==> config.mk <==
export PLATFORM = sky130hd
export DESIGN_NAME = hazard_ctrl_mc
export DESIGN_NICKNAME = d
export VERILOG_FILES = /design/src/rtl/hazard_ctrl_mc_pkg.sv /design/src/rtl/hazard_ctrl_mc_forward_select.sv /design/src/rtl/hazard_ctrl_mc.sv
export SDC_FILE = /design/constraint.sdc
export NUM_CORES = 1
export LEC_CHECK = 0
export ABC_CLOCK_PERIOD_IN_PS = 4230
export CAP_MARGIN = 20
export CORE_MARGIN = 2
export CORE_UTILIZATION = 35
export DETAILED_ROUTE_END_ITERATION = 12
export PLACE_DENSITY = 0.75
export SLEW_MARGIN = 20
export SYNTH_ARGS = -nofsm -noshare
export SYNTH_HDL_FRONTEND = slang
export SYNTH_HIERARCHICAL = 1
export SYNTH_SLANG_ARGS = --single-unit
==> constraint.sdc <==
create_clock -name clock -period 4.23 [get_ports clock]
set_clock_uncertainty 0.05 [all_clocks]
set_input_delay 0.846 -clock clock [delete_from_list [all_inputs] [get_ports clock]]
set_output_delay 0.846 -clock clock [all_outputs]
set_load 0.05 [all_outputs]
==> src/rtl/hazard_ctrl_mc_pkg.sv <==
// Shared types for the multi-cycle hazard controller: FSM states, forward codes
// and the bundle of stall/flush controls driven into the pipeline registers.
package hazard_pkg;

    typedef enum logic [1:0] {
        IDLE    = 2'd0,
        MDBUSY  = 2'd1,
        DRAIN   = 2'd2,
        SYSCALL = 2'd3
    } hzState_t;

    localparam logic [1:0] FWD_RF = 2'b00;
    localparam logic [1:0] FWD_W  = 2'b01;
    localparam logic [1:0] FWD_M  = 2'b10;

    // E, M and W must empty before the syscall is serviced
    localparam int DRAIN_CYCLES = 3;

    typedef struct packed {
        logic stallF;
        logic stallD;
        logic stallE;
        logic flushD;
        logic flushE;
        logic flushM;
    } hzCtrl_t;

endpackage

==> src/rtl/hazard_ctrl_mc_forward_select.sv <==
// Forwarding source selection for one register operand; M beats W, and
// register 0 is never forwarded.
module forward_select
    import hazard_pkg::*;
#(
    parameter int REG_W = 5
) (
    input  logic [REG_W-1:0] srcId,
    input  logic [REG_W-1:0] writeRegM,
    input  logic             regWriteM,
    input  logic [REG_W-1:0] writeRegW,
    input  logic             regWriteW,
    output logic [1:0]       fwd
);

    always_comb begin
        fwd = FWD_RF;
        if (srcId != '0) begin
            if (regWriteM && (writeRegM == srcId))
                fwd = FWD_M;
            else if (regWriteW && (writeRegW == srcId))
                fwd = FWD_W;
        end
    end

endmodule

==> src/rtl/hazard_ctrl_mc.sv <==
// Hazard controller for the F/D/E/M/W pipeline: forwarding, load/branch stalls,
// multi-cycle execute hold and a syscall drain/service handshake.
module hazard_ctrl_mc
    import hazard_pkg::*;
#(
    parameter int REG_W        = 5,
    parameter int MULDIV_LAT   = 4,
    parameter int EARLY_BRANCH = 1,
    parameter int CNT_W        = 3
) (
    input  logic             clock,
    input  logic             reset,
    input  logic [REG_W-1:0] RsD,
    input  logic [REG_W-1:0] RtD,
    input  logic             BranchD,
    input  logic             syscallD,
    input  logic [REG_W-1:0] RsE,
    input  logic [REG_W-1:0] RtE,
    input  logic [REG_W-1:0] WriteRegE,
    input  logic             MemtoRegE,
    input  logic             RegWriteE,
    input  logic             MultiE,
    input  logic [REG_W-1:0] WriteRegM,
    input  logic             MemtoRegM,
    input  logic             RegWriteM,
    input  logic [REG_W-1:0] WriteRegW,
    input  logic             RegWriteW,
    input  logic             syscall_done,
    output logic             StallF,
    output logic             StallD,
    output logic             StallE,
    output logic             FlushD,
    output logic             FlushE,
    output logic             FlushM,
    output logic [1:0]       ForwardAE,
    output logic [1:0]       ForwardBE,
    output logic             ForwardAD,
    output logic             ForwardBD,
    output logic             syscall_go,
    output logic [CNT_W-1:0] busy_count
);

    localparam bit EB       = (EARLY_BRANCH != 0);
    localparam bit MULTI_EN = (MULDIV_LAT > 1);
    localparam logic [CNT_W-1:0] MD_INIT    = CNT_W'((MULDIV_LAT > 1) ? MULDIV_LAT - 2 : 0);
    localparam logic [CNT_W-1:0] DRAIN_INIT = CNT_W'(DRAIN_CYCLES - 1);

    hzState_t         state, nextState;
    logic [CNT_W-1:0] cnt, nextCnt;
    logic             goReg;
    logic             lwStall, brStall, multiStart;
    hzCtrl_t          ctrl;
    logic [1:0]       fwdAE, fwdBE, fwdAD, fwdBD;

    forward_select #(.REG_W(REG_W)) uFwdAE (
        .srcId(RsE), .writeRegM(WriteRegM), .regWriteM(RegWriteM),
        .writeRegW(WriteRegW), .regWriteW(RegWriteW), .fwd(fwdAE));
    forward_select #(.REG_W(REG_W)) uFwdBE (
        .srcId(RtE), .writeRegM(WriteRegM), .regWriteM(RegWriteM),
        .writeRegW(WriteRegW), .regWriteW(RegWriteW), .fwd(fwdBE));
    // Decode-stage compare only ever sees ALUOutM, so the W path is tied off
    forward_select #(.REG_W(REG_W)) uFwdAD (
        .srcId(RsD), .writeRegM(WriteRegM), .regWriteM(RegWriteM && EB),
        .writeRegW('0), .regWriteW(1'b0), .fwd(fwdAD));
    forward_select #(.REG_W(REG_W)) uFwdBD (
        .srcId(RtD), .writeRegM(WriteRegM), .regWriteM(RegWriteM && EB),
        .writeRegW('0), .regWriteW(1'b0), .fwd(fwdBD));

    assign lwStall = MemtoRegE && (RtE != '0) && ((RtE == RsD) || (RtE == RtD));
    assign brStall = EB && BranchD &&
        ((RegWriteE && (WriteRegE != '0) && ((WriteRegE == RsD) || (WriteRegE == RtD))) ||
         (MemtoRegM && (WriteRegM != '0) && ((WriteRegM == RsD) || (WriteRegM == RtD))));
    assign multiStart = MultiE && MULTI_EN;

    always_ff @(posedge clock) begin
        if (reset) begin
            state <= IDLE;
            cnt   <= '0;
            goReg <= 1'b0;
        end else begin
            state <= nextState;
            cnt   <= nextCnt;
            goReg <= (state == DRAIN) && (cnt == '0);
        end
    end

    always_comb begin
        nextState = state;
        nextCnt   = cnt;
        case (state)
            IDLE: begin
                if (multiStart) begin
                    nextState = MDBUSY;
                    nextCnt   = MD_INIT;
                end else if (!(lwStall || brStall) && syscallD) begin
                    nextState = DRAIN;
                    nextCnt   = DRAIN_INIT;
                end
            end
            MDBUSY:  if (cnt != '0) nextCnt = cnt - 1'b1; else nextState = IDLE;
            DRAIN:   if (cnt == '0) nextState = SYSCALL; else nextCnt = cnt - 1'b1;
            SYSCALL: if (syscall_done) nextState = IDLE;
            default: nextState = IDLE;
        endcase
    end

    always_comb begin
        ctrl = '0;
        if (reset) begin
            ctrl.flushD = 1'b1;
            ctrl.flushE = 1'b1;
            ctrl.flushM = 1'b1;
        end else begin
            case (state)
                IDLE: begin
                    if (multiStart) begin
                        ctrl.stallF = 1'b1; ctrl.stallD = 1'b1;
                        ctrl.stallE = 1'b1; ctrl.flushM = 1'b1;
                    end else if (lwStall || brStall || syscallD) begin
                        ctrl.stallF = 1'b1; ctrl.stallD = 1'b1; ctrl.flushE = 1'b1;
                    end else begin
                        ctrl.flushD = BranchD;
                    end
                end
                MDBUSY: begin
                    if (cnt != '0) begin
                        ctrl.stallF = 1'b1; ctrl.stallD = 1'b1;
                        ctrl.stallE = 1'b1; ctrl.flushM = 1'b1;
                    end else begin
                        ctrl.flushD = BranchD;
                    end
                end
                DRAIN: begin
                    ctrl.stallF = 1'b1; ctrl.stallD = 1'b1; ctrl.flushE = 1'b1;
                end
                SYSCALL: begin
                    // Completing syscall leaves E as a bubble while fetch resumes
                    ctrl.stallF = !syscall_done;
                    ctrl.stallD = !syscall_done;
                    ctrl.flushE = 1'b1;
                end
                default: ctrl = '0;
            endcase
        end
    end

    assign StallF     = ctrl.stallF;
    assign StallD     = ctrl.stallD;
    assign StallE     = ctrl.stallE;
    assign FlushD     = ctrl.flushD;
    assign FlushE     = ctrl.flushE;
    assign FlushM     = ctrl.flushM;
    assign ForwardAE  = reset ? FWD_RF : fwdAE;
    assign ForwardBE  = reset ? FWD_RF : fwdBE;
    assign ForwardAD  = !reset && (fwdAD == FWD_M);
    assign ForwardBD  = !reset && (fwdBD == FWD_M);
    assign syscall_go = goReg && !reset;
    assign busy_count = (!reset && ((state == MDBUSY) || (state == DRAIN))) ? cnt : '0;

endmodule

==> impl_metrics.ini, run 1 <==
[clocking]
clockRootBuffer = clkbuf_8
clock_sinks = 6
clk_path_buf_depth = 2
cts.htree.levels = 1
postCtsSetupRepairBufs = 0
clk_latency_ns = 0.23
tritoncts = done
cts_resized = 0
cts-buffers-inserted = 3
holdBufCountCts = 0
clk_pin_slew_ns = 0.04

[min_path]
min_path_cells = 2
hold_class = reg -> reg
hold_start = cnt[0]

[sta]
max_freq_ghz = 0.248
setup_viol = 0
max_slew.worst_pin.slew_ns = 0.505
finalHoldViolCount = 0
slew_viol_final = 0
fin_tns_setup_ns = 0
period_minus_slack_ns = 4.04
slew_headroom = 0.662
rsz0062_at_grt = false
finalCritPeriodShare = 0.954
whs_ns = 0.442

[floorplanning]
dieArea_um2 = 4840
die_w_um = 69.6
coreArea_um2 = 4060
initial_utilization = 0.371
io_pins = 62
row_count = 23
die_y_um = 69.6

[critical_path]
crit_fanout = 3
crit_path_end_kind = output port
start_kind = input port
crit_required_ns = 3.33
r2r_cells = 6
r2r_end = cnt[2]
regToRegStartpoint = state[0]
crit_arrival_ns = 3.14
cp-endpoint = FlushD
cp-startpoint = WriteRegE[0]
path_class = in -> out
rrSetupSlack_ns = 2.23

[drt]
wl_per_cell_um = 12.8
wirelength_um = 4260
firstDrtPassIters = 4
via_count = 1659
drtAntennaViolNets = 0
drt_iter0_markers = 74
drc = 0
viasPerCell = 4.98

[synth]
yosys_warnings = 6
syn_area_per_cell_um2 = 7.45
synthDistinctLibCells = 38
ys_seq_area_frac = 0.0799
syn-cell-area_um2 = 1500
ys_ff_latch = 6
syn_inst = 202

[placed_design]
port_buffers = 61
post-dp-hpwl_um = 3520
gp_congestion = 0.921

[finish]
final_common_cell = xnor2_1
diodes = 0
layout-drive-gt1-share = 0.0883
fillCellCount = 380
layout_common_cells = xnor2_1 (54), clkdlybuf4s50_1 (51), nor2_1 (16), buf_4 (16), xor2_1 (16)
final_nets = 338
area_delta_synth_final_pct = 54.9

[power_and_ir_drop]
power.density_nw_per_um2 = 298
peakVddDrop_mv = 0.164
power.leakage_uw = 0.000859

[global_routing]
grt_pass1_wl_um = 7200
grt-ovfl-total = 0
grt_max_degree = 16
first_global_vias = 1616
grt_antenna_before_repair = 0
grt_use_total = 0.179

[run]
maxCapViolations = 0

[outcome]
status = finished, final reports clean
[synth_stat cells]
cell | number | area, um2
a211o_1 | 1 | 8.76
a211oi_1 | 1 | 7.51
a21o_1 | 1 | 7.51
a21oi_1 | 3 | 15.0
a221oi_1 | 2 | 17.5
a222oi_1 | 1 | 10.0
a22oi_1 | 1 | 7.51
a31oi_1 | 2 | 12.5
and2_1 | 1 | 6.26
buf_4 | 1 | 7.51
clkbuf_1 | 2 | 7.51
conb_1 | 1 | 3.75
dfxtp_1 | 6 | 120
ha_1 | 7 | 87.6
inv_1 | 9 | 33.8
mux2_2 | 2 | 22.5
mux2i_1 | 1 | 10.0
nand2_1 | 12 | 45.0
nand2b_1 | 5 | 31.3
nand3_1 | 10 | 50.1
nand3b_1 | 1 | 7.51
nand4_1 | 4 | 25.0
nor2_1 | 16 | 60.1
nor2b_1 | 5 | 31.3
nor3_1 | 4 | 20.0
nor3b_1 | 3 | 22.5
nor4_1 | 4 | 25.0
nor4b_1 | 4 | 35.0
o211a_1 | 1 | 10.0
o21a_1 | 2 | 15.0
o21ai_0 | 5 | 25.0
o22ai_1 | 3 | 18.8
o311a_1 | 2 | 20.0
o31ai_1 | 1 | 7.51
or3_1 | 3 | 18.8
or4_1 | 5 | 37.5
xnor2_1 | 54 | 473
xor2_1 | 16 | 140
[power by group]
part	internal (uW)	switching, uW	total (uW)
registers	78.2	13.7	91.9
clock network	61.2	25.9	87.2
logic	226	289	515
total	365	328	694
[layer usage]
metal  part of all wire  up-vias  track usage
met5                  0        -            0
met4             0.0087        0       0.0392
li1                   -      854            -
met1               0.45      754        0.227
met3              0.052        4       0.0363
met2               0.49       47        0.310
[area by class of cell]
| class | count | area [um2] | area share |
|---|---|---|---|
| Clock buffer | 3 | 41.3 | 0.0177 |
| Inverter | 9 | 33.8 | 0.0145 |
| Multi-Input combinational cell | 195 | 1380 | 0.593 |
| Sequential cell | 6 | 120 | 0.0516 |
| Tap cell | 50 | 62.6 | 0.0269 |
| Timing Repair Buffer | 70 | 691 | 0.296 |
[registers in the layout, indices dropped and copies added, names as in the netlist]
register and cells:
cnt 3, goReg 1, state 2
[critical path, cell delays in order]
cell,delay (ns)
clkdlybuf4s50_1,0.46
or3_1,0.39
o311a_1,0.31
a222oi_1,0.44
nand2b_1,0.18
o31ai_2,0.34
buf_12,0.18
[through the flow]
step / cells / instance area, um2 / power (uW) / utilization / setup slack [ns]
5_1_grt: 333 / 2330 / 753 / 0.574 / 0.0769
6_report: 333 / 2330 / 694 / 0.574 / 0.193
2_1_floorplan: 213 / 1550 / 441 / - / 0.338
4_1_cts: 333 / 2330 / 699 / 0.574 / 0.196
3_3_place_gp: 330 / 2290 / 597 / 0.564 / 0.219
3_5_place_dp: 330 / 2290 / 607 / 0.564 / 0.202
[how the worst min path moves through the flow]
stage / slack (ns) / end
after floorplan: 0.41 / cnt[0]
after global placement: 0.42 / cnt[0]
after detailed placement: 0.44 / cnt[0]
final: 0.44 / cnt[0]
after CTS: 0.45 / cnt[0]
after global routing: 0.47 / cnt[0]
[cells by family (layout without fill, tap and decap cells)]
group,after synthesis,after routing,share of synthesized area
other cells,1,12,0.00249
mux,3,3,0.0216
xor+xnor,70,70,0.408
simple gates,77,77,0.276
flops,6,6,0.0799
fa+ha+maj,7,7,0.0582
buf+inv,12,82,0.0324
compound gates,26,26,0.121
Note: power is estimated with default switching activity, not from simulation.
==> inputs of run 2 (changes only) <==
--- a/config.mk
+++ b/config.mk
@@ -5,7 +5,7 @@
 export SDC_FILE = /design/constraint.sdc
 export NUM_CORES = 1
 export LEC_CHECK = 0
-export ABC_CLOCK_PERIOD_IN_PS = 4230
+export ABC_CLOCK_PERIOD_IN_PS = 4900
 export CAP_MARGIN = 20
 export CORE_MARGIN = 2
 export CORE_UTILIZATION = 35
==> constraint.sdc (replaced) <==
create_clock -name clock -period 4.9 [get_ports clock]
set_clock_uncertainty 0.05 [all_clocks]
set_input_delay 0.98 -clock clock [delete_from_list [all_inputs] [get_ports clock]]
set_output_delay 0.98 -clock clock [all_outputs]
set_load 0.05 [all_outputs]
==> run 2 against run 1 <==
  * Critical path depth unchanged
  * Sequential share of layout area increased by 0.14 points
  * Cell count decreased by 1.8%
  * Clock-buffer cell count unchanged
  * Routed wire length decreased by 0.45%
  * Cell area decreased by 2.6%
  * Hold slack improved by 0.0010 ns
  * Highest routed layer unchanged
==> impl_metrics.ini, run 2 (synthesis results as in run 1) <==
[sta]
rsz0062_at_grt = false
period_minus_slack_ns = 4.59
max_freq_ghz = 0.218
finalCritPeriodShare = 0.936
finalHoldViolCount = 0
slew_headroom = 0.462
slew_viol_final = 0
fin_tns_setup_ns = 0
max_slew.worst_pin.slew_ns = 0.804
setup_viol = 0

[finish]
layout-drive-gt1-share = 0.0433
top_register = cnt
area_delta_synth_final_pct = 50.9
largest_register_ffs = 3
final_nets = 332
diodes = 0
final_common_cell = clkdlybuf4s50_1
layout_common_cells = clkdlybuf4s50_1 (57), xnor2_1 (54), nor2_1 (16), xor2_1 (16)
reg.largest.list = cnt (3), state (2), goReg (1)
fillCellCount = 370

[floorplanning]
coreArea_um2 = 4060
row_count = 23
die_w_um = 69.6
initial_utilization = 0.371
die_y_um = 69.6
dieArea_um2 = 4840
io_pins = 62

[min_path]
min_path_cells = 2
hold_class = reg -> reg

[critical_path]
crit_arrival_ns = 3.56
crit_required_ns = 3.87
start_kind = input port
crit_fanout = 7
path_class = in -> out
crit_path_end_kind = output port
r2r_cells = 6

[placed_design]
gp_congestion = 0.859
post-dp-hpwl_um = 3360
port_buffers = 61

[clocking]
clock_sinks = 6
clockRootBuffer = clkbuf_8
cts_resized = 0
clk_latency_ns = 0.23
postCtsSetupRepairBufs = 0
cts.htree.levels = 1
tritoncts = done
holdBufCountCts = 0
clk_path_buf_depth = 2
cts-buffers-inserted = 3
clk_pin_slew_ns = 0.04

[power_and_ir_drop]
peakVddDrop_mv = 0.135
power_uw = 597
power_switching_uw = 285
power.density_nw_per_um2 = 263
clock_power_share = 0.127
power.leakage_uw = 0.000811
comb_power_share = 0.742
cell_internal_pwr_uw = 312
seqPwrFrac = 0.131
swShare = 0.478

[global_routing]
grt_use_met1 = 0.254
grt_util_met2 = 0.291
grt_antenna_before_repair = 0
grt_max_degree = 25
grtUsageMet3 = 0.0363
first_global_vias = 1595
busiest_layer = met2
grt_pass1_wl_um = 7300
grt_use_total = 0.181
grt-ovfl-total = 0

[drt]
viasPerCell = 5.13
via_count = 1676
drc = 0
drt_iter0_markers = 107
wirelength_um = 4240
wl_per_cell_um = 13.0
drtAntennaViolNets = 0
firstDrtPassIters = 4

[run]
maxCapViolations = 0

[outcome]
status = finished, final reports clean
run 2: changes by cell type in the layout (fill, tap and decap cells not counted), sizes merged:
cell           delta
buf              -12
clkdlybuf4s50     +6
run 2: worst max-delay path: stages:
cell             delay, ns
clkdlybuf4s50_1       0.60
or3_1                 0.45
o311a_1               0.29
a222oi_1              0.47
nand2b_1              0.17
o31ai_1               0.41
buf_12                0.19
run 2: worst paths after layout:
kind	from	endpoint	slack, ns
worst min register to register	cnt[0]	cnt[0]	0.44
worst max-delay path	WriteRegM[0]	FlushD	0.31
worst min-delay path	cnt[0]	cnt[0]	0.44
worst max register to register	state[0]	cnt[1]	2.86
run 2: power by group through the flow:
stage	combinational [uW]	clock, uW	sequential (uW)
2_1_floorplan	303	0	76.2
3_3_place_gp	432	0	78.0
3_5_place_dp	441	0	78.6
4_1_cts	445	77.6	78.0
5_1_grt	488	81.5	79.6
6_report	443	75.9	78.3
run 2: through the flow:
stage / instances / setup WS, ns / utilization / area [um2] / hold WS, ns
2_1_floorplan: 213 / 0.329 / - / 1550 / 0.410
3_3_place_gp: 324 / 0.411 / 0.549 / 2230 / 0.425
3_5_place_dp: 324 / 0.337 / 0.549 / 2230 / 0.443
4_1_cts: 327 / 0.326 / 0.559 / 2270 / 0.450
5_1_grt: 327 / 0.187 / 0.559 / 2270 / 0.495
6_report: 327 / 0.312 / 0.559 / 2270 / 0.443
run 2: area by class of cell:
class	count	area, um2	share of cell area
Clock buffer	3	41.3	0.0182
Timing Repair Buffer	64	636	0.280
Inverter	9	33.8	0.0149
Tap cell	50	62.6	0.0276
Sequential cell	6	120	0.0529
Multi-Input combinational cell	195	1380	0.606
run 2: routing by layer:
metal / share of wire / vias up
li1: - / 849
met1: 0.46 / 764
met2: 0.46 / 56
met3: 0.068 / 7
met4: 0.0068 / 0
met5: 0 / -
